$ cat config.mk
export PLATFORM = sky130hd
export DESIGN_NAME = spi_sequencer_flat
export DESIGN_NICKNAME = d
export VERILOG_FILES = /design/src/rtl/spi_sequencer_if.sv /design/src/rtl/spi_sequencer.sv /design/src/flat_wrapper.sv
export SDC_FILE = /design/constraint.sdc
export NUM_CORES = 1
export LEC_CHECK = 0
export CAP_MARGIN = 25
export CELL_PAD_IN_SITES_DETAIL_PLACEMENT = 0
export CELL_PAD_IN_SITES_GLOBAL_PLACEMENT = 1
export CORE_MARGIN = 5
export CORE_UTILIZATION = 41
export CTS_BUF_LIST = sky130_fd_sc_hd__clkbuf_2 sky130_fd_sc_hd__clkbuf_4 sky130_fd_sc_hd__clkbuf_8
export DETAILED_ROUTE_END_ITERATION = 8
export PLACE_DENSITY_LB_ADDON = 0.1
export SLEW_MARGIN = 20
export SYNTH_ARGS = -nofsm -noshare
export SYNTH_HDL_FRONTEND = slang
export SYNTH_SLANG_ARGS = --single-unit
$ cat constraint.sdc
create_clock -name clock -period 3.7 [get_ports clock]
set_input_delay 0.74 -clock clock [delete_from_list [all_inputs] [get_ports clock]]
set_output_delay 0.74 -clock clock [all_outputs]
set_load 0.005 [all_outputs]
$ cat src/rtl/spi_sequencer_if.sv
// Signal bundle between spi_sequencer and its host/message controller.
// The slave modport is the sequencer's view; master is the surrounding logic.
interface spi_sequencer_if;
  logic start;
  logic abort;
  logic busy;
  logic done;
  logic msg_bit;
  logic last_bit;
  logic last_msg;
  logic inc_bit;
  logic inc_msg;
  logic index_clear;
  logic spi_sclk;
  logic spi_cs_n;
  logic spi_mosi;

  modport slave (
    input  start, abort, msg_bit, last_bit, last_msg,
    output busy, done, inc_bit, inc_msg, index_clear,
           spi_sclk, spi_cs_n, spi_mosi
  );

  modport master (
    output start, abort, msg_bit, last_bit, last_msg,
    input  busy, done, inc_bit, inc_msg, index_clear,
           spi_sclk, spi_cs_n, spi_mosi
  );
endinterface

$ cat src/rtl/spi_sequencer.sv
// SPI mode-0 timing engine: steps a message controller bit by bit and drives
// registered SCLK/CS_N/MOSI with programmable divide, CS setup/hold and gap.
module spi_sequencer #(
  parameter int unsigned CLK_DIV  = 4,
  parameter int unsigned CS_SETUP = 1,
  parameter int unsigned CS_HOLD  = 1,
  parameter int unsigned MSG_GAP  = 2
) (
  input  logic           clock,
  input  logic           reset_n,
  spi_sequencer_if.slave bus
);

  localparam int unsigned MAX_AB = (CLK_DIV > CS_SETUP) ? CLK_DIV : CS_SETUP;
  localparam int unsigned MAX_CD = (CS_HOLD > MSG_GAP) ? CS_HOLD : MSG_GAP;
  localparam int unsigned MAX_P  = (MAX_AB > MAX_CD) ? MAX_AB : MAX_CD;
  localparam int unsigned CNT_W  = (MAX_P > 1) ? $clog2(MAX_P) : 1;

  localparam logic [CNT_W-1:0] DIV_LAST   = CNT_W'(CLK_DIV - 1);
  localparam logic [CNT_W-1:0] SETUP_LAST = CNT_W'(CS_SETUP - 1);
  localparam logic [CNT_W-1:0] HOLD_LAST  = CNT_W'(CS_HOLD - 1);
  localparam logic [CNT_W-1:0] GAP_LAST   = CNT_W'(MSG_GAP - 1);

  typedef enum logic [2:0] {
    S_IDLE,
    S_SETUP,
    S_LOW,
    S_HIGH,
    S_HOLD,
    S_GAP,
    S_DONE
  } state_e;

  state_e           state_q, state_d;
  logic [CNT_W-1:0] cnt_q, cnt_d;
  logic             sclk_q, sclk_d;
  logic             cs_n_q, cs_n_d;
  logic             mosi_q, mosi_d;
  logic             inc_bit_raw;
  logic             inc_msg_raw;
  logic             active;

  assign active = (state_q != S_IDLE);

  // NOTE: every signal written here gets a default first, so no path can
  // leave one unassigned and infer a latch.
  always_comb begin
    state_d     = state_q;
    inc_bit_raw = 1'b0;
    inc_msg_raw = 1'b0;

    // Strobes come from state and counter alone; last_* only pick the branch.
    unique case (state_q)
      S_IDLE:  if (bus.start) state_d = S_SETUP;
      S_SETUP: if (cnt_q == SETUP_LAST) state_d = S_LOW;
      S_LOW:   if (cnt_q == DIV_LAST) state_d = S_HIGH;
      S_HIGH: begin
        if (cnt_q == DIV_LAST) begin
          inc_bit_raw = 1'b1;
          state_d     = bus.last_bit ? S_HOLD : S_LOW;
        end
      end
      S_HOLD: begin
        if (cnt_q == HOLD_LAST) begin
          inc_msg_raw = 1'b1;
          state_d     = bus.last_msg ? S_DONE : S_GAP;
        end
      end
      S_GAP:   if (cnt_q == GAP_LAST) state_d = S_SETUP;
      S_DONE:  state_d = S_IDLE;
      default: state_d = S_IDLE;
    endcase

    if (bus.abort && active) state_d = S_IDLE;
  end

  // The phase counter restarts on every state change and rests at 0 in IDLE.
  always_comb begin
    cnt_d = cnt_q + CNT_W'(1);
    if ((state_d != state_q) || (state_q == S_IDLE)) cnt_d = '0;
  end

  // Pins are registered from the next state so CS_N/SCLK line up with state_q.
  always_comb begin
    cs_n_d = !(state_d inside {S_SETUP, S_LOW, S_HIGH, S_HOLD});
    sclk_d = (state_d == S_HIGH);
    unique case (state_q)
      S_SETUP, S_LOW: mosi_d = bus.msg_bit;
      S_HIGH, S_HOLD: mosi_d = mosi_q;
      default:        mosi_d = 1'b0;
    endcase
  end

  // NOTE: sequential state uses non-blocking assignments so every register
  // samples pre-edge values regardless of statement order.
  always_ff @(posedge clock or negedge reset_n) begin
    if (!reset_n) begin
      state_q <= S_IDLE;
      cnt_q   <= '0;
      sclk_q  <= 1'b0;
      cs_n_q  <= 1'b1;
      mosi_q  <= 1'b0;
    end else begin
      state_q <= state_d;
      cnt_q   <= cnt_d;
      sclk_q  <= sclk_d;
      cs_n_q  <= cs_n_d;
      mosi_q  <= mosi_d;
    end
  end

  // An abort in the same cycle as a strobe wins: the indices get cleared instead.
  assign bus.inc_bit     = inc_bit_raw && !bus.abort;
  assign bus.inc_msg     = inc_msg_raw && !bus.abort;
  assign bus.index_clear = bus.abort && active;
  assign bus.busy        = active;
  assign bus.done        = (state_q == S_DONE);
  assign bus.spi_sclk    = sclk_q;
  assign bus.spi_cs_n    = cs_n_q;
  assign bus.spi_mosi    = mosi_q;

endmodule
$ cat src/flat_wrapper.sv
// flat-port wrapper written by rule: the top's interface ports become plain ports
module spi_sequencer_flat 
#(
  parameter int unsigned CLK_DIV  = 4,
  parameter int unsigned CS_SETUP = 1,
  parameter int unsigned CS_HOLD  = 1,
  parameter int unsigned MSG_GAP  = 2
)
  (clock, reset_n, bus_start, bus_abort, bus_msg_bit, bus_last_bit, bus_last_msg, bus_busy, bus_done, bus_inc_bit, bus_inc_msg, bus_index_clear, bus_spi_sclk, bus_spi_cs_n, bus_spi_mosi);
  spi_sequencer_if bus_i ();
  input  logic clock;
  input  logic reset_n;
  input wire logic [$bits(bus_i.start)-1:0] bus_start;
  input wire logic [$bits(bus_i.abort)-1:0] bus_abort;
  input wire logic [$bits(bus_i.msg_bit)-1:0] bus_msg_bit;
  input wire logic [$bits(bus_i.last_bit)-1:0] bus_last_bit;
  input wire logic [$bits(bus_i.last_msg)-1:0] bus_last_msg;
  output wire logic [$bits(bus_i.busy)-1:0] bus_busy;
  output wire logic [$bits(bus_i.done)-1:0] bus_done;
  output wire logic [$bits(bus_i.inc_bit)-1:0] bus_inc_bit;
  output wire logic [$bits(bus_i.inc_msg)-1:0] bus_inc_msg;
  output wire logic [$bits(bus_i.index_clear)-1:0] bus_index_clear;
  output wire logic [$bits(bus_i.spi_sclk)-1:0] bus_spi_sclk;
  output wire logic [$bits(bus_i.spi_cs_n)-1:0] bus_spi_cs_n;
  output wire logic [$bits(bus_i.spi_mosi)-1:0] bus_spi_mosi;
  assign bus_i.start = bus_start;
  assign bus_i.abort = bus_abort;
  assign bus_i.msg_bit = bus_msg_bit;
  assign bus_i.last_bit = bus_last_bit;
  assign bus_i.last_msg = bus_last_msg;
  assign bus_busy = bus_i.busy;
  assign bus_done = bus_i.done;
  assign bus_inc_bit = bus_i.inc_bit;
  assign bus_inc_msg = bus_i.inc_msg;
  assign bus_index_clear = bus_i.index_clear;
  assign bus_spi_sclk = bus_i.spi_sclk;
  assign bus_spi_cs_n = bus_i.spi_cs_n;
  assign bus_spi_mosi = bus_i.spi_mosi;
  spi_sequencer #(.CLK_DIV(CLK_DIV), .CS_SETUP(CS_SETUP), .CS_HOLD(CS_HOLD), .MSG_GAP(MSG_GAP)) u_core (.clock(clock), .reset_n(reset_n), .bus(bus_i));
endmodule
# After elaboration in Yosys (flattened, before gate mapping)
# Index checks and enable logic that the tools add are counted.
dict set report op_classes {
  n_addsub 1
  multipliers 0
  n_div 0
  n_lt_le_gt_ge 0
  eq_ne 13
  shift 0
  n_mux 16
  bitwise_logic 0
  n_reduce_logical 12
}
# op count
set ops {}
lappend ops {{$mux 3} 8}
lappend ops {{$pmux 3 s6} 1}
lappend ops {{$eq 3x2->1 const B} 4}
lappend ops {{$eq 3x3->1 const B} 4}
lappend ops {{$eq 3x1->1 const B} 2}
lappend ops {{$mux 1} 4}
lappend ops {{$mux 2} 2}
lappend ops {{$reduce_bool 4->1} 1}
lappend ops {{$reduce_or 2->1} 2}
lappend ops {{$logic_and 1x1->1} 3}
lappend ops {{$logic_not 3->1} 1}
lappend ops {{$ne 3x3->1} 1}
lappend ops {{$reduce_bool 3->1} 1}
lappend ops {{$add 2x1->2 const B} 1}
lappend ops {{$eq 2x1->1 const B} 1}
lappend ops {{$eq 2x2->1 const B} 1}
lappend ops {{$logic_not 1->1} 2}
lappend ops {{$logic_not 2->1} 1}
lappend ops {{$pmux 1 s2} 1}
lappend ops {{$logic_or 1x1->1} 1}
dict set report totals {
  reg_bits 8
  latchBits 0
  ram_bits 0
  mem_bits_ro 0
  in_bits 7
  memories 0
}

# Logic depth before layout (Yosys ltp)
# Gate-level depths: netlist (run 1).
dict set report logic_depth {
  ltp_word 7
  ltp_mapped 7
  ltp_nobuf 7
}

# Worst setup path before layout (run 1)
# No wires, ideal clock.
dict set report synth_path {
  path_kind {in2out}
  from {input port bus_abort}
  to {output port bus_inc_msg}
  arrival_ns 1.192
  slack_ns 1.768
  stages 2
  n_path_buf 1
  path_cell_list {buf_2 -> nor4bb_1}
}
dict set report synth_via {
  elab_chain_cells 2
}
# item line_no
set synth_lines {}
lappend synth_lines {{from (decl)} flat_wrapper.sv:14} ;# input wire logic [$bits(bus_i.abort)-1:0] bus_abort;
lappend synth_lines {{$logic_not 1->1} spi_sequencer.sv:114} ;# assign bus.inc_msg = inc_msg_raw && !bus.abort;
lappend synth_lines {{$logic_and 1x1->1} spi_sequencer.sv:114}
lappend synth_lines {{to (decl)} flat_wrapper.sv:21} ;# output wire logic [$bits(bus_i.inc_msg)-1:0] bus_inc_msg;
# Every way passes these cells.

# Final worst setup path (run 1)
# Ends and elaborated chain as after synthesis.

==> results of run 1 <==
==> worst max-delay path, delay by kind of cell <==
kind / cells / cell delay, ns
buffers and inverters: 2 / 1.12
AND/OR/NAND/NOR: 1 / 0.35
==> layer usage <==
metal | share of wire [%] | vias up | routed length (um)
met5 | 0 | - | 0
met2 | 45 | 10 | 584
met4 | 1.4 | 0 | 19
met1 | 48 | 260 | 623
met3 | 6.4 | 2 | 84
li1 | - | 287 | -
==> cell families (layout without fill, tap and decap cells) <==
logic type / count (synthesis) / count (layout) / share of synthesized area (%)
DFF: 8 / 8 / 30.4
and+or+nand+nor: 32 / 32 / 28.0
AOI/OAI and AO/OA: 17 / 17 / 18.0
buffers and inverters: 8 / 21 / 8.13
adders and majority gates: 6 / 6 / 11.2
xor gates and xnor gates: 2 / 2 / 2.65
muxes: 1 / 1 / 1.70
==> per-stage QoR <==
step / cells / setup WS (ns) / total power [mW]
after floorplan: 74 / 1.77 / 0.366
after global placement: 99 / 0.802 / 0.441
after detailed placement: 99 / 0.753 / 0.441
after CTS: 103 / 0.750 / 0.521
after global routing: 103 / 0.720 / 0.566
final: 103 / 0.746 / 0.512
==> power by group through the flow <==
stage	clock network, mW	registers, mW	logic [mW]
floorplan	0	0.139	0.227
finish	0.0744	0.170	0.267
detailed placement	0	0.173	0.269
global placement	0	0.172	0.269
global route	0.0848	0.181	0.301
CTS	0.0789	0.171	0.271
==> layout make-up <==
cell class,count,area (um^2)
flip-flops and latches,8,201
inverters,3,11.3
repair buffers,14,140
fillers,150,714
multi-input cells,58,407
well taps,16,20.0
clock buffers,4,30.0
==> synthesized netlist by cell type <==
| master | instances | area share (%) |
|---|---|---|
| a31oi_1 | 1 | 0.95 |
| nor2_1 | 3 | 1.7 |
| nand3_1 | 3 | 2.3 |
| maj3_2 | 1 | 1.7 |
| ha_1 | 5 | 9.5 |
| nor4bb_1 | 1 | 1.5 |
| nor3_1 | 1 | 0.76 |
| o211ai_1 | 1 | 1.1 |
| dfrtp_1 | 7 | 26 |
| and2b_2 | 1 | 1.3 |
| nand2_1 | 10 | 5.7 |
| a31oi_2 | 1 | 1.9 |
| and2_1 | 2 | 1.9 |
| nand4_1 | 1 | 0.95 |
| buf_2 | 1 | 0.76 |
| inv_2 | 1 | 0.57 |
| a21oi_1 | 2 | 1.5 |
| o31ai_1 | 1 | 1.1 |
| dfstp_2 | 1 | 4.0 |
| nor3b_2 | 1 | 1.9 |
| o21ai_1 | 3 | 2.3 |
| a21oi_2 | 2 | 2.6 |
| o21ai_0 | 2 | 1.5 |
| and3b_1 | 1 | 1.3 |
| buf_4 | 2 | 2.3 |
| buf_6 | 2 | 3.4 |
| nor2b_1 | 3 | 2.8 |
| and3_1 | 1 | 0.95 |
| a32oi_1 | 1 | 1.3 |
| nand3b_1 | 2 | 2.3 |
| and4b_1 | 1 | 1.5 |
| xor2_1 | 2 | 2.6 |
| and2b_1 | 1 | 1.1 |
| o22a_1 | 1 | 1.3 |
| inv_1 | 2 | 1.1 |
| mux2_2 | 1 | 1.7 |
| o21a_1 | 2 | 2.3 |
==> state kept, by name (all words and copies together), names as in the netlist <==
signal	count
u_core.bus.spi_sclk	1
u_core.cnt_q	2
u_core.bus.spi_cs_n	1
u_core.bus.spi_mosi	1
u_core.state_q	3
==> worst paths after layout <==
| path | to | startpoint | slack (ns) | depth (start not counted) |
|---|---|---|---|---|
| max | bus_inc_msg | bus_abort | 0.75 | 3 |
| min | u_core.cnt_q[0]$_DFF_PN0_ | u_core.cnt_q[0]$_DFF_PN0_ | 0.53 | 1 |
| max reg2reg | u_core.bus.spi_cs_n$_DFF_PN1_ | u_core.cnt_q[0]$_DFF_PN0_ | 2.05 | 7 |
| min reg2reg | u_core.cnt_q[0]$_DFF_PN0_ | u_core.cnt_q[0]$_DFF_PN0_ | 0.53 | 1 |
| max in group asynchronous | u_core.bus.spi_cs_n$_DFF_PN1_ | reset_n | 2.64 | 1 |
| min in group asynchronous | u_core.cnt_q[1]$_DFF_PN0_ | reset_n | 0.76 | 1 |
==> placed cells by master, fill, tap and decap left out, types with 2 or more instances in the layout <==
| master | n |
|---|---|
| nand3_1 | 3 |
| nand3b_1 | 2 |
| xor2_1 | 2 |
| a21oi_1 | 2 |
| a21oi_2 | 2 |
| ha_1 | 5 |
| nor2_1 | 3 |
| dfrtp_1 | 7 |
| clkdlybuf4s50_1 | 14 |
| o21ai_0 | 2 |
| o21a_1 | 2 |
| nor2b_1 | 3 |
| and2_1 | 2 |
| nand2_1 | 10 |
| clkbuf_4 | 4 |
| o21ai_1 | 3 |
| inv_1 | 2 |
==> results.sh, run 1 <==
export IMPL_clk_pin_slew_ns=0.05
export IMPL_cts_tree="done"
export IMPL_worstSetupEndpointType="primary output"
export IMPL_cts_made_buffers=3
export IMPL_post_cts_buffers=0
export IMPL_clock_root_buffer="clkbuf_4"
export IMPL_first_global_vias=540
export IMPL_clock_latency_ns=0.25
export IMPL_grt_max_degree=19
export IMPL_gp_congestion=0.720
export IMPL_crit_arrival_ns=2.21
export IMPL_cts_resized=0
export IMPL_final_core_util_pct=53.1
export IMPL_rows=14
export IMPL_crit_slowest_cell="clkdlybuf4s50_1"
export IMPL_internal_power_mw=0.309
export IMPL_clock_fmax_mhz=339
export IMPL_power_net_switching_mw=0.202
export IMPL_fin_nets=100
export IMPL_hold_path_class="flop to flop"
export IMPL_relSlewSlack_pct=64.3
export IMPL_hold_buffers=0
export IMPL_switching_share_pct=39.6
export IMPL_seq_power_share_pct=33.3
export IMPL_drtAntennaViolNets=0
export IMPL_slew_viol_final=0
export IMPL_grt_busiest_layer="met2"
export IMPL_power_density_nw_per_um2=632
export IMPL_clock_sinks=8
export IMPL_dr_pass1_iters=4
export IMPL_grt_overflow_total=0
export IMPL_p_leak_nw=0.356
export IMPL_vdd_drop_max_uv=378
export IMPL_place_area_um2=779
export IMPL_num_io_pins=15
export IMPL_syn_inst=74
export IMPL_rsz0062_at_grt="false"
export IMPL_grtUsageMet3_pct=3.25
export IMPL_clock_power_share_pct=14.6
export IMPL_antenna_found_initial=0
export IMPL_synth_seq_cells=8
export IMPL_synth_area_um2=662
export IMPL_yosysSeqAreaShare_pct=30.4
export IMPL_clk_path_buf_depth=2
export IMPL_grt_pass1_wl_mm=2.33
export IMPL_viasPerCell=5.43
export IMPL_io_buffers=14
export IMPL_required_ns=2.96
export IMPL_synth_distinct_cells=37
export IMPL_start_util_pct=43.4
export IMPL_fin_skew_ns=0.00643
export IMPL_fin_tns_setup_ns=0
export IMPL_antenna_cells=0
export IMPL_drv_cap=0
export IMPL_routed_wl_mm=1.31
export IMPL_layout_drive_gt1_share_pct=14.9
export IMPL_initialDrtViolationCount=4
export IMPL_core_area_um2=1520
export IMPL_die_y_um=50.2
export IMPL_met2_usage_pct=17.6
export IMPL_area_delta_synth_final_pct=22.3
export IMPL_cp_max_fo=9
export IMPL_status="finished clean"
export IMPL_wl_per_cell_um=12.7
export IMPL_worstMarginPinSlew_ns=0.535
export IMPL_start_kind="input pin"
export IMPL_min_period_ns=2.95
export IMPL_final_cell_area_um2=810
export IMPL_grt_use_total_pct=11.7
export IMPL_path_class="input pin to primary output"
export IMPL_final_setup_viol_count=0
export IMPL_drcViolationCount=0
export IMPL_dp_final_hpwl_mm=1.04
export IMPL_min_period_over_period_pct=79.8
export IMPL_die_w_um=50.2
export IMPL_cts_htree_levels=1
export IMPL_gr_usage_met1_pct=15.0
export IMPL_synth_fp_nets=86
export IMPL_finalHoldViolCount=0
export IMPL_cp_slowest_stage_delay_ns=0.56
export IMPL_worstPathCellList="clkdlybuf4s50_1, nor4bb_1, clkdlybuf4s50_1"
export IMPL_postSynthAreaPerCell_um2=8.94
export IMPL_cpMostUsedCell="clkdlybuf4s50_1"
export IMPL_vias=559
export IMPL_pwr_share_comb_pct=52.2
export IMPL_ys_warn_count=0
export IMPL_die_area_um2=2520
export IMPL_fin_hold_ws_ns=0.531
(Power assumes the default switching activity.)
==> run 2: changes to the inputs <==
CORE_UTILIZATION = 34   (was 41)
clock period = 2.7 ns   (was 3.7 ns; I/O delays follow)
==> run 2 against run 1 <==
Clock-buffer cell count is the same. Sequential power grew 28%. Non-clock buffer count is 2 higher. Via count increased by 2.0%. Sequential share of layout area is 0.85 points lower. Cell area rose by 3.6%. Critical path depth unchanged. Final cell count is 13% higher. Die area is 16% higher. Flip-flop and latch count unchanged. Critical path type is now flop to primary output.
==> results.sh, run 2 (synthesis results as in run 1) <==
export IMPL_regArea_um2=201
export IMPL_rsz0062_at_grt="false"
export IMPL_fin_ws_ns=0.312
export IMPL_top_register="u_core.state_q"
export IMPL_grt_max_degree=19
export IMPL_drt_met1_wl_um=664
export IMPL_finalNonFillerCells=116
export IMPL_fin_hold_ws_ns=0.538
export IMPL_clock_fmax_mhz=419
export IMPL_finalHoldViolCount=0
export IMPL_dr_wl_met3_um=95
export IMPL_hold_path_class="flop to flop"
export IMPL_min_period_ns=2.39
export IMPL_fin_tns_setup_ns=0
export IMPL_hold_depth=1
export IMPL_core_area_um2=1900
export IMPL_cts_htree_levels=1
export IMPL_clk_path_buf_depth=2
export IMPL_first_global_vias=518
export IMPL_reg_top3="u_core.state_q: 3 flops, u_core.cnt_q: 2 flops"
export IMPL_final_cell_mix="clkdlybuf4s50_1, nand2_1, dfrtp_1"
export IMPL_start_util_pct=34.8
export IMPL_drcViolationCount=0
export IMPL_die_y_um=54.1
export IMPL_hp_start="u_core.cnt_q[0]$_DFF_PN0_"
export IMPL_status="finished clean"
export IMPL_post_cts_buffers=0
export IMPL_largest_reg_flops=3
export IMPL_highest_layer="met3"
export IMPL_pre_cts_slack_ns=0.307
export IMPL_fin_skew_ns=0.000110
export IMPL_post_place_cells=112
export IMPL_viasPerCell=4.91
export IMPL_final_common_cell="clkdlybuf4s50_1"
export IMPL_clock_root_buffer="clkbuf_4"
export IMPL_final_setup_viol_count=0
export IMPL_power_density_nw_per_um2=859
export IMPL_io_buffers=14
export IMPL_pwr_share_comb_pct=55.3
export IMPL_drtAntennaViolNets=0
export IMPL_crit_arrival_ns=1.85
export IMPL_num_io_pins=15
export IMPL_grt_pass1_wl_mm=2.33
export IMPL_worstSetupEndpointType="primary output"
export IMPL_reg2reg_from="u_core.cnt_q[0]$_DFF_PN0_"
export IMPL_vdd_drop_max_uv=427
export IMPL_final_cell_area_um2=838
export IMPL_hold_buffers=0
export IMPL_fill_cells=212
export IMPL_cts_tree="done"
export IMPL_layout_drive_gt1_share_pct=16.9
export IMPL_required_ns=2.16
export IMPL_area_delta_synth_final_pct=26.7
export IMPL_worstMarginPinSlew_ns=0.571
export IMPL_path_class="flop to primary output"
export IMPL_clk_pin_slew_ns=0.05
export IMPL_power_net_switching_mw=0.286
export IMPL_reg2reg_to="u_core.bus.spi_cs_n$_DFF_PN1_"
export IMPL_grt_use_total_pct=11.4
export IMPL_initialDrtViolationCount=11
export IMPL_slew_viol_final=0
export IMPL_min_period_over_period_pct=88.5
export IMPL_reg2regPathDepth=7
export IMPL_place_area_um2=808
export IMPL_holdPathEnd="u_core.cnt_q[0]$_DFF_PN0_"
export IMPL_clock_sinks=8
export IMPL_gp_congestion=0.782
export IMPL_internal_power_mw=0.434
export IMPL_switching_share_pct=39.7
export IMPL_vias=570
export IMPL_antenna_cells=0
export IMPL_dp_final_hpwl_mm=1.14
export IMPL_routed_wl_mm=1.45
export IMPL_start_kind="flop"
export IMPL_cp_max_fo=10
export IMPL_r2r_setup_slack_ns=1.02
export IMPL_relSlewSlack_pct=61.9
export IMPL_grt_overflow_total=0
export IMPL_clock_latency_ns=0.24
export IMPL_dr_pass1_iters=4
export IMPL_die_area_um2=2930
export IMPL_wl_per_cell_um=12.5
export IMPL_die_w_um=54.1
export IMPL_fin_nets=102
export IMPL_multi_input_area_um2=407
export IMPL_antenna_found_initial=0
export IMPL_rows=16
export IMPL_seq_power_share_pct=30.2
export IMPL_route_met2_wl_um=690
export IMPL_cts_resized=0
export IMPL_drv_cap=0
export IMPL_clock_power_share_pct=14.5
export IMPL_cts_made_buffers=3
export IMPL_p_leak_nw=0.365
run 2: changes by cell type in the layout (fill, tap and decap cells not counted):
cell   before  now
buf_4       0    2
run 2: layer usage:
layer / track usage, % / vias up
met5: 0 / -
met2: 18.3 / 19
met4: 2.49 / 0
met1: 13.9 / 261
met3: 4.99 / 0
li1: - / 290
run 2: metrics by stage:
stage	total power, mW	utilization [%]
final	0.720	44.1
after global routing	0.788	44.1
after CTS	0.732	44.1
after detailed placement	0.624	42.5
after global placement	0.624	42.5
after floorplan	0.502	-
run 2: power groups by stage:
stage / clock network (mW) / logic (mW) / registers, mW
floorplan: 0 / 0.311 / 0.190
CTS: 0.109 / 0.405 / 0.218
finish: 0.104 / 0.398 / 0.218
global route: 0.115 / 0.447 / 0.225
global placement: 0 / 0.404 / 0.220
detailed placement: 0 / 0.404 / 0.220
run 2: layout make-up:
cell class,instances,share of cell area (%)
tap,27,4.03
clock buffer,4,3.58
timing repair buffer,16,18.5
multi-input combinational,58,48.5
sequential,8,24.0
inverter,3,1.34
run 2: worst max-delay path by stage:
stage / start / endpoint / slack [ns]
finish: u_core.state_q[2]$_DFF_PN0_ / bus_inc_msg / 0.31
global route: u_core.state_q[2]$_DFF_PN0_ / bus_inc_msg / 0.12
CTS: u_core.state_q[2]$_DFF_PN0_ / bus_inc_msg / 0.29
detailed placement: bus_abort / bus_index_clear / 0.31
global placement: bus_abort / bus_index_clear / 0.32
floorplan: bus_abort / bus_inc_msg / 1.17
run 2: critical path, stage by stage (launching register included):
cell	delay, ns
dfrtp_1	0.51
and2b_1	0.27
nor4bb_1	0.28
clkdlybuf4s50_1	0.54
==> run 3: changes to the inputs <==
CORE_UTILIZATION = 41   (was 34)
SLEW_MARGIN = default   (was 20)
clock period = 2.8 ns   (was 2.7 ns; I/O delays follow)
==> run 3 against run 2 <==
Hold slack got worse by 0.0026 ns. Sequential power rose by 5%. Power fell by 5.2%. Non-clock buffer count fell by 1. Combinational power fell by 10%. Die area fell by 14%. Clock skew rose by 0.0056 ns. Critical path type unchanged. Highest routed layer is now met4.
==> results.sh, run 3 (synthesis results as in run 1) <==
export IMPL_clock_fmax_mhz=409
export IMPL_place_area_um2=787
export IMPL_power_net_switching_mw=0.274
export IMPL_worstPathCellList="and2b_1, nor4bb_1, clkdlybuf4s50_1"
export IMPL_worstSetupEndpointType="primary output"
export IMPL_cp_max_fo=11
export IMPL_hold_buffers=0
export IMPL_min_period_ns=2.44
export IMPL_fin_tns_setup_ns=0
export IMPL_drcViolationCount=0
export IMPL_grtUsageMet3_pct=1.48
export IMPL_worstMarginPinSlew_ns=0.538
export IMPL_design_power_total_mw=0.683
export IMPL_clock_sinks=8
export IMPL_post_cts_buffers=0
export IMPL_regArea_um2=201
export IMPL_clock_root_buffer="clkbuf_4"
export IMPL_gp_congestion=0.756
export IMPL_die_y_um=50.2
export IMPL_p_leak_nw=0.360
export IMPL_crit_arrival_ns=1.88
export IMPL_dp_final_hpwl_mm=1.10
export IMPL_crit_slowest_cell="clkdlybuf4s50_1"
export IMPL_wl_per_cell_um=13.6
export IMPL_rows=14
export IMPL_io_buffers=14
export IMPL_top_register="u_core.state_q"
export IMPL_reg_top3="u_core.state_q: 3 flops, u_core.cnt_q: 2 flops"
export IMPL_cts_htree_levels=1
export IMPL_final_common_cell="clkdlybuf4s50_1"
export IMPL_start_kind="flop"
export IMPL_cts_resized=0
export IMPL_reg2regPathDepth=7
export IMPL_vdd_drop_max_uv=499
export IMPL_clock_latency_ns=0.24
export IMPL_largest_reg_flops=3
export IMPL_slew_viol_final=0
export IMPL_layout_drive_gt1_share_pct=15.9
export IMPL_met2_usage_pct=18.4
export IMPL_min_period_over_period_pct=87.2
export IMPL_clk_path_buf_depth=2
export IMPL_switching_share_pct=40.1
export IMPL_rsz0062_at_grt="false"
export IMPL_path_class="flop to primary output"
export IMPL_grt_use_total_pct=11.8
export IMPL_drv_cap=0
export IMPL_dr_pass1_iters=4
export IMPL_final_setup_viol_count=0
export IMPL_die_area_um2=2520
export IMPL_internal_power_mw=0.409
export IMPL_viasPerCell=5.39
export IMPL_antenna_found_initial=0
export IMPL_hold_depth=1
export IMPL_fin_skew_ns=0.00575
export IMPL_num_io_pins=15
export IMPL_hold_path_class="flop to flop"
export IMPL_clock_power_share_pct=14.4
export IMPL_grt_overflow_total=0
export IMPL_antenna_cells=0
export IMPL_start_util_pct=43.4
export IMPL_gr_usage_met1_pct=16.3
export IMPL_final_core_util_pct=53.6
export IMPL_grt_max_degree=19
export IMPL_area_delta_synth_final_pct=23.4
export IMPL_status="finished clean"
export IMPL_vias=561
export IMPL_initialDrtViolationCount=10
export IMPL_finalHoldViolCount=0
export IMPL_clk_pin_slew_ns=0.05
export IMPL_drtAntennaViolNets=0
export IMPL_first_global_vias=527
export IMPL_pwr_share_comb_pct=52.2
export IMPL_required_ns=2.24
export IMPL_final_cell_area_um2=817
export IMPL_fin_nets=101
export IMPL_seq_power_share_pct=33.4
export IMPL_grt_busiest_layer="met2"
export IMPL_cts_made_buffers=3
export IMPL_cts_tree="done"
export IMPL_multi_input_area_um2=407
export IMPL_final_cell_mix="clkdlybuf4s50_1, nand2_1, dfrtp_1"
export IMPL_die_w_um=50.2
export IMPL_cp_slowest_stage_delay_ns=0.54
export IMPL_core_area_um2=1520
export IMPL_relSlewSlack_pct=64.1
export IMPL_power_density_nw_per_um2=836
export IMPL_grt_pass1_wl_mm=2.39
export IMPL_routed_wl_mm=1.41
export IMPL_fill_cells=153
## run 3: changes by cell type in the layout (fill, tap and decap cells not counted), sizes merged
| cell | delta |
|---|---|
| buf | -1 |
## run 3: final timing paths
kind	slack (ns)	start	to
min	0.54	u_core.cnt_q[0]$_DFF_PN0_	u_core.cnt_q[0]$_DFF_PN0_
max	0.36	u_core.state_q[1]$_DFF_PN0_	bus_inc_msg
max reg2reg	1.12	u_core.cnt_q[0]$_DFF_PN0_	u_core.bus.spi_cs_n$_DFF_PN1_
max in group asynchronous	1.92	reset_n	u_core.bus.spi_cs_n$_DFF_PN1_
min in group asynchronous	0.58	reset_n	u_core.cnt_q[1]$_DFF_PN0_
min reg2reg	0.54	u_core.cnt_q[0]$_DFF_PN0_	u_core.cnt_q[0]$_DFF_PN0_
## run 3: worst max-delay path, delay by kind of cell (launching register included)
family / cells / cell delay (ns)
simple gates: 2 / 0.61
flops: 1 / 0.49
buf+inv: 1 / 0.54
## run 3: through the flow
stage / worst slack, ns / hold slack, ns / std cells
after global placement: 0.384 / 0.524 / 100
after detailed placement: 0.389 / 0.530 / 100
final: 0.357 / 0.535 / 104
after CTS: 0.344 / 0.537 / 104
after floorplan: 1.23 / 0.264 / 74
after global routing: 0.249 / 0.562 / 104
## run 3: power by group through the flow
stage	clock network, mW	registers [mW]	logic, mW
finish	0.0983	0.228	0.357
CTS	0.103	0.228	0.364
floorplan	0	0.184	0.300
global placement	0	0.228	0.355
detailed placement	0	0.231	0.360
global route	0.107	0.238	0.404
## run 3: layout make-up
class / instances / area share (%)
multi-input cells: 58 / 49.8
flip-flops and latches: 8 / 24.7
repair buffers: 15 / 18.1
well taps: 16 / 2.45
inverters: 3 / 1.38
clock buffers: 4 / 3.68
## run 3: routing by layer
metal	wire, um	up-vias
li1	-	287
met5	0	-
met2	661	10
met3	66	2
met4	14	0
met1	669	262
==> patch, RTL diff (flow settings as in run 2) <==
`MSG_GAP` is set to 2 in 2 places; all go to 4.
--- a/src/rtl/spi_sequencer.sv
+++ b/src/rtl/spi_sequencer.sv
@@ -4,7 +4,7 @@
   parameter int unsigned CLK_DIV  = 4,
   parameter int unsigned CS_SETUP = 1,
   parameter int unsigned CS_HOLD  = 1,
-  parameter int unsigned MSG_GAP  = 2
+  parameter int unsigned MSG_GAP  = 4
 ) (
   input  logic           clock,
   input  logic           reset_n,
--- a/src/flat_wrapper.sv
+++ b/src/flat_wrapper.sv
@@ -4,7 +4,7 @@
   parameter int unsigned CLK_DIV  = 4,
   parameter int unsigned CS_SETUP = 1,
   parameter int unsigned CS_HOLD  = 1,
-  parameter int unsigned MSG_GAP  = 2
+  parameter int unsigned MSG_GAP  = 4
 )
   (clock, reset_n, bus_start, bus_abort, bus_msg_bit, bus_last_bit, bus_last_msg, bus_busy, bus_done, bus_inc_bit, bus_inc_msg, bus_index_clear, bus_spi_sclk, bus_spi_cs_n, bus_spi_mosi);
   spi_sequencer_if bus_i ();
Behaviour: no difference found for any inputs over 10 cycles, from zero or initial values and one cycle with reset_n low; that may be too few to reach the edited logic, so the function may still have changed.
==> patch against run 2 <==
Power down 1.3%. Sequential cell count did not move. Critical path type is now primary input to output pin. Routed wire length is 4.6% higher. Largest power group unchanged. Cell area unchanged. Maximum frequency fell by 0.24%. Synthesized area shrank 1.1%. Final cell count rose by 3.4%. Utilization is 2.9 points higher. Worst setup slack worse by 0.0059 ns. Critical endpoint unchanged.
==> patch: results (changes against run 2) <==
outcome:
  status: "finished clean"
pwr:
  p_leak_uw: 0.000361  # -1.3%
  p_switching_uw: 279  # -2.4%
  peakVddDrop_mv: 0.563  # +32%
timing:
  setup-violations-final: 0  # unchanged
  fin_worst_skew_ns: 0.00924  # +0.00913 ns
  tightest_slew_ns: 0.478  # -0.0932 ns
  fin_hold_ws_ns: 0.507  # -0.0311 ns
setup_path:
  critPathTopFamily: "buffers and inverters"
  slowest_stage: "clkdlybuf4s50_1"
  crit_fanout: 5  # -5
  arrival_ns: 1.85  # about the same
  r2r_slack_ns: 0.87  # -0.15 ns
  max_stage_delay_ns: 0.49  # -0.05 ns
place:
  dp_slack_ns: 0.295  # -0.0113 ns
  place_area_sq_um: 808  # unchanged
  place_inst: 116  # +3.6%
  dp_hpwl_mm: 1.16  # +1.2%
  gp_routability_congestion: 0.746  # -4.6%
  port_buffers: 14  # unchanged
layout:
  final_cell_count_no_fill: 120  # +3.4%
  drive_above_1_share_pct: 10.5  # -6.3 points
  num_antenna_cells: 0  # unchanged
  nets: 107  # +4.9%
  top_regs: "u_core.state_q: 3 flops, u_core.cnt_q: 2 flops"
  fillers: 187  # -12%
global_route:
  grt_pass1_wl_mm: 2.44  # +5.0%
  antenna_found_initial: 0  # unchanged
  grt.total_usage_pct: 11.8  # +0.46 points
  grt_max_degree: 18  # -1
  grt_pass1_vias: 543  # +4.8%
yosys:
  syn_nets: 91  # +5.8%
  synth.area.top_cells: "dfrtp_1 (27%), ha_1 (7.6%), o21ai_0 (4.6%)"
  ys_types: 34  # -8.1%
  synth.yosys.seq_area_share_pct: 30.8  # +0.35 points
  syn-instance-count: 80  # +8.1%
  synthArstFlopShare_pct: 100  # unchanged
  ys.flop_type: "dfrtp_1"
  synthTopCellsByCount: "dfrtp_1 (7), nor2_1 (7), inv_1 (6), o21ai_0 (6)"
  yosys_warnings: 0  # unchanged
clocking:
  cts-htree-levels: 1  # unchanged
  post_cts_buffers: 0  # unchanged
  insertion_delay_ns: 0.25
  cts-resized-gates: 0  # unchanged
  clk_pin_slew_ns: 0.05  # about the same
  root_buffer: "clkbuf_4"
  numCtsBuffers: 3  # unchanged
  clock_path_buffers: 2  # unchanged
route:
  post_drt_via_cell_ratio: 5.08  # +3.5%
  wl_per_cell_um: 12.6  # +1.1%
  first_iter_violations: 21  # +10
min_path:
  hold_path_class: "flop to flop"
[patch: cell type report]
type	instances	area, sq um	share of cell area, %
multi-input combinational	60	390	46.6
tap	25	31.3	3.73
inverter	6	22.5	2.69
sequential	8	201	24.0
clock buffer	4	30.0	3.58
timing repair buffer	17	163	19.4
[patch: cells by family (layout without fill, tap and decap cells)]
kind of cell	Yosys count	in the layout	share of synthesized area, %
mux	1	1	1.53
xor+xnor	2	2	2.68
compound gates	19	19	18.9
simple gates	34	34	28.9
buf+inv	12	27	9.56
flops	8	8	30.8
fa+ha+maj	4	4	7.65
[patch: final timing paths]
path | startpoint | end | depth (start not counted)
max | bus_abort | bus_inc_msg | 4
min | u_core.cnt_q[0] | u_core.cnt_q[0] | 1
max reg2reg | u_core.state_q[0] | u_core.bus.spi_cs_n | 6
min reg2reg | u_core.cnt_q[0] | u_core.cnt_q[0] | 1
max in group asynchronous | reset_n | u_core.bus.spi_cs_n | 1
min in group asynchronous | reset_n | u_core.state_q[0] | 1
[patch: routing by layer]
layer	vias to the layer above	share of wire (%)	wire, um	track usage [%]
met5	-	0	0	0
met4	0	0.53	8	3.83
met3	2	6.5	98	4.99
met2	14	45	678	17.3
met1	283	48	732	15.5
li1	311	-	-	-
[patch: power by group through the flow]
stage          clock, uW  combinational [uW]  sequential (uW)
6_report             102                 376              233
5_1_grt              116                 413              240
4_1_cts              107                 376              232
3_5_place_dp           0                 374              234
3_3_place_gp           0                 379              233
2_1_floorplan          0                 280              195
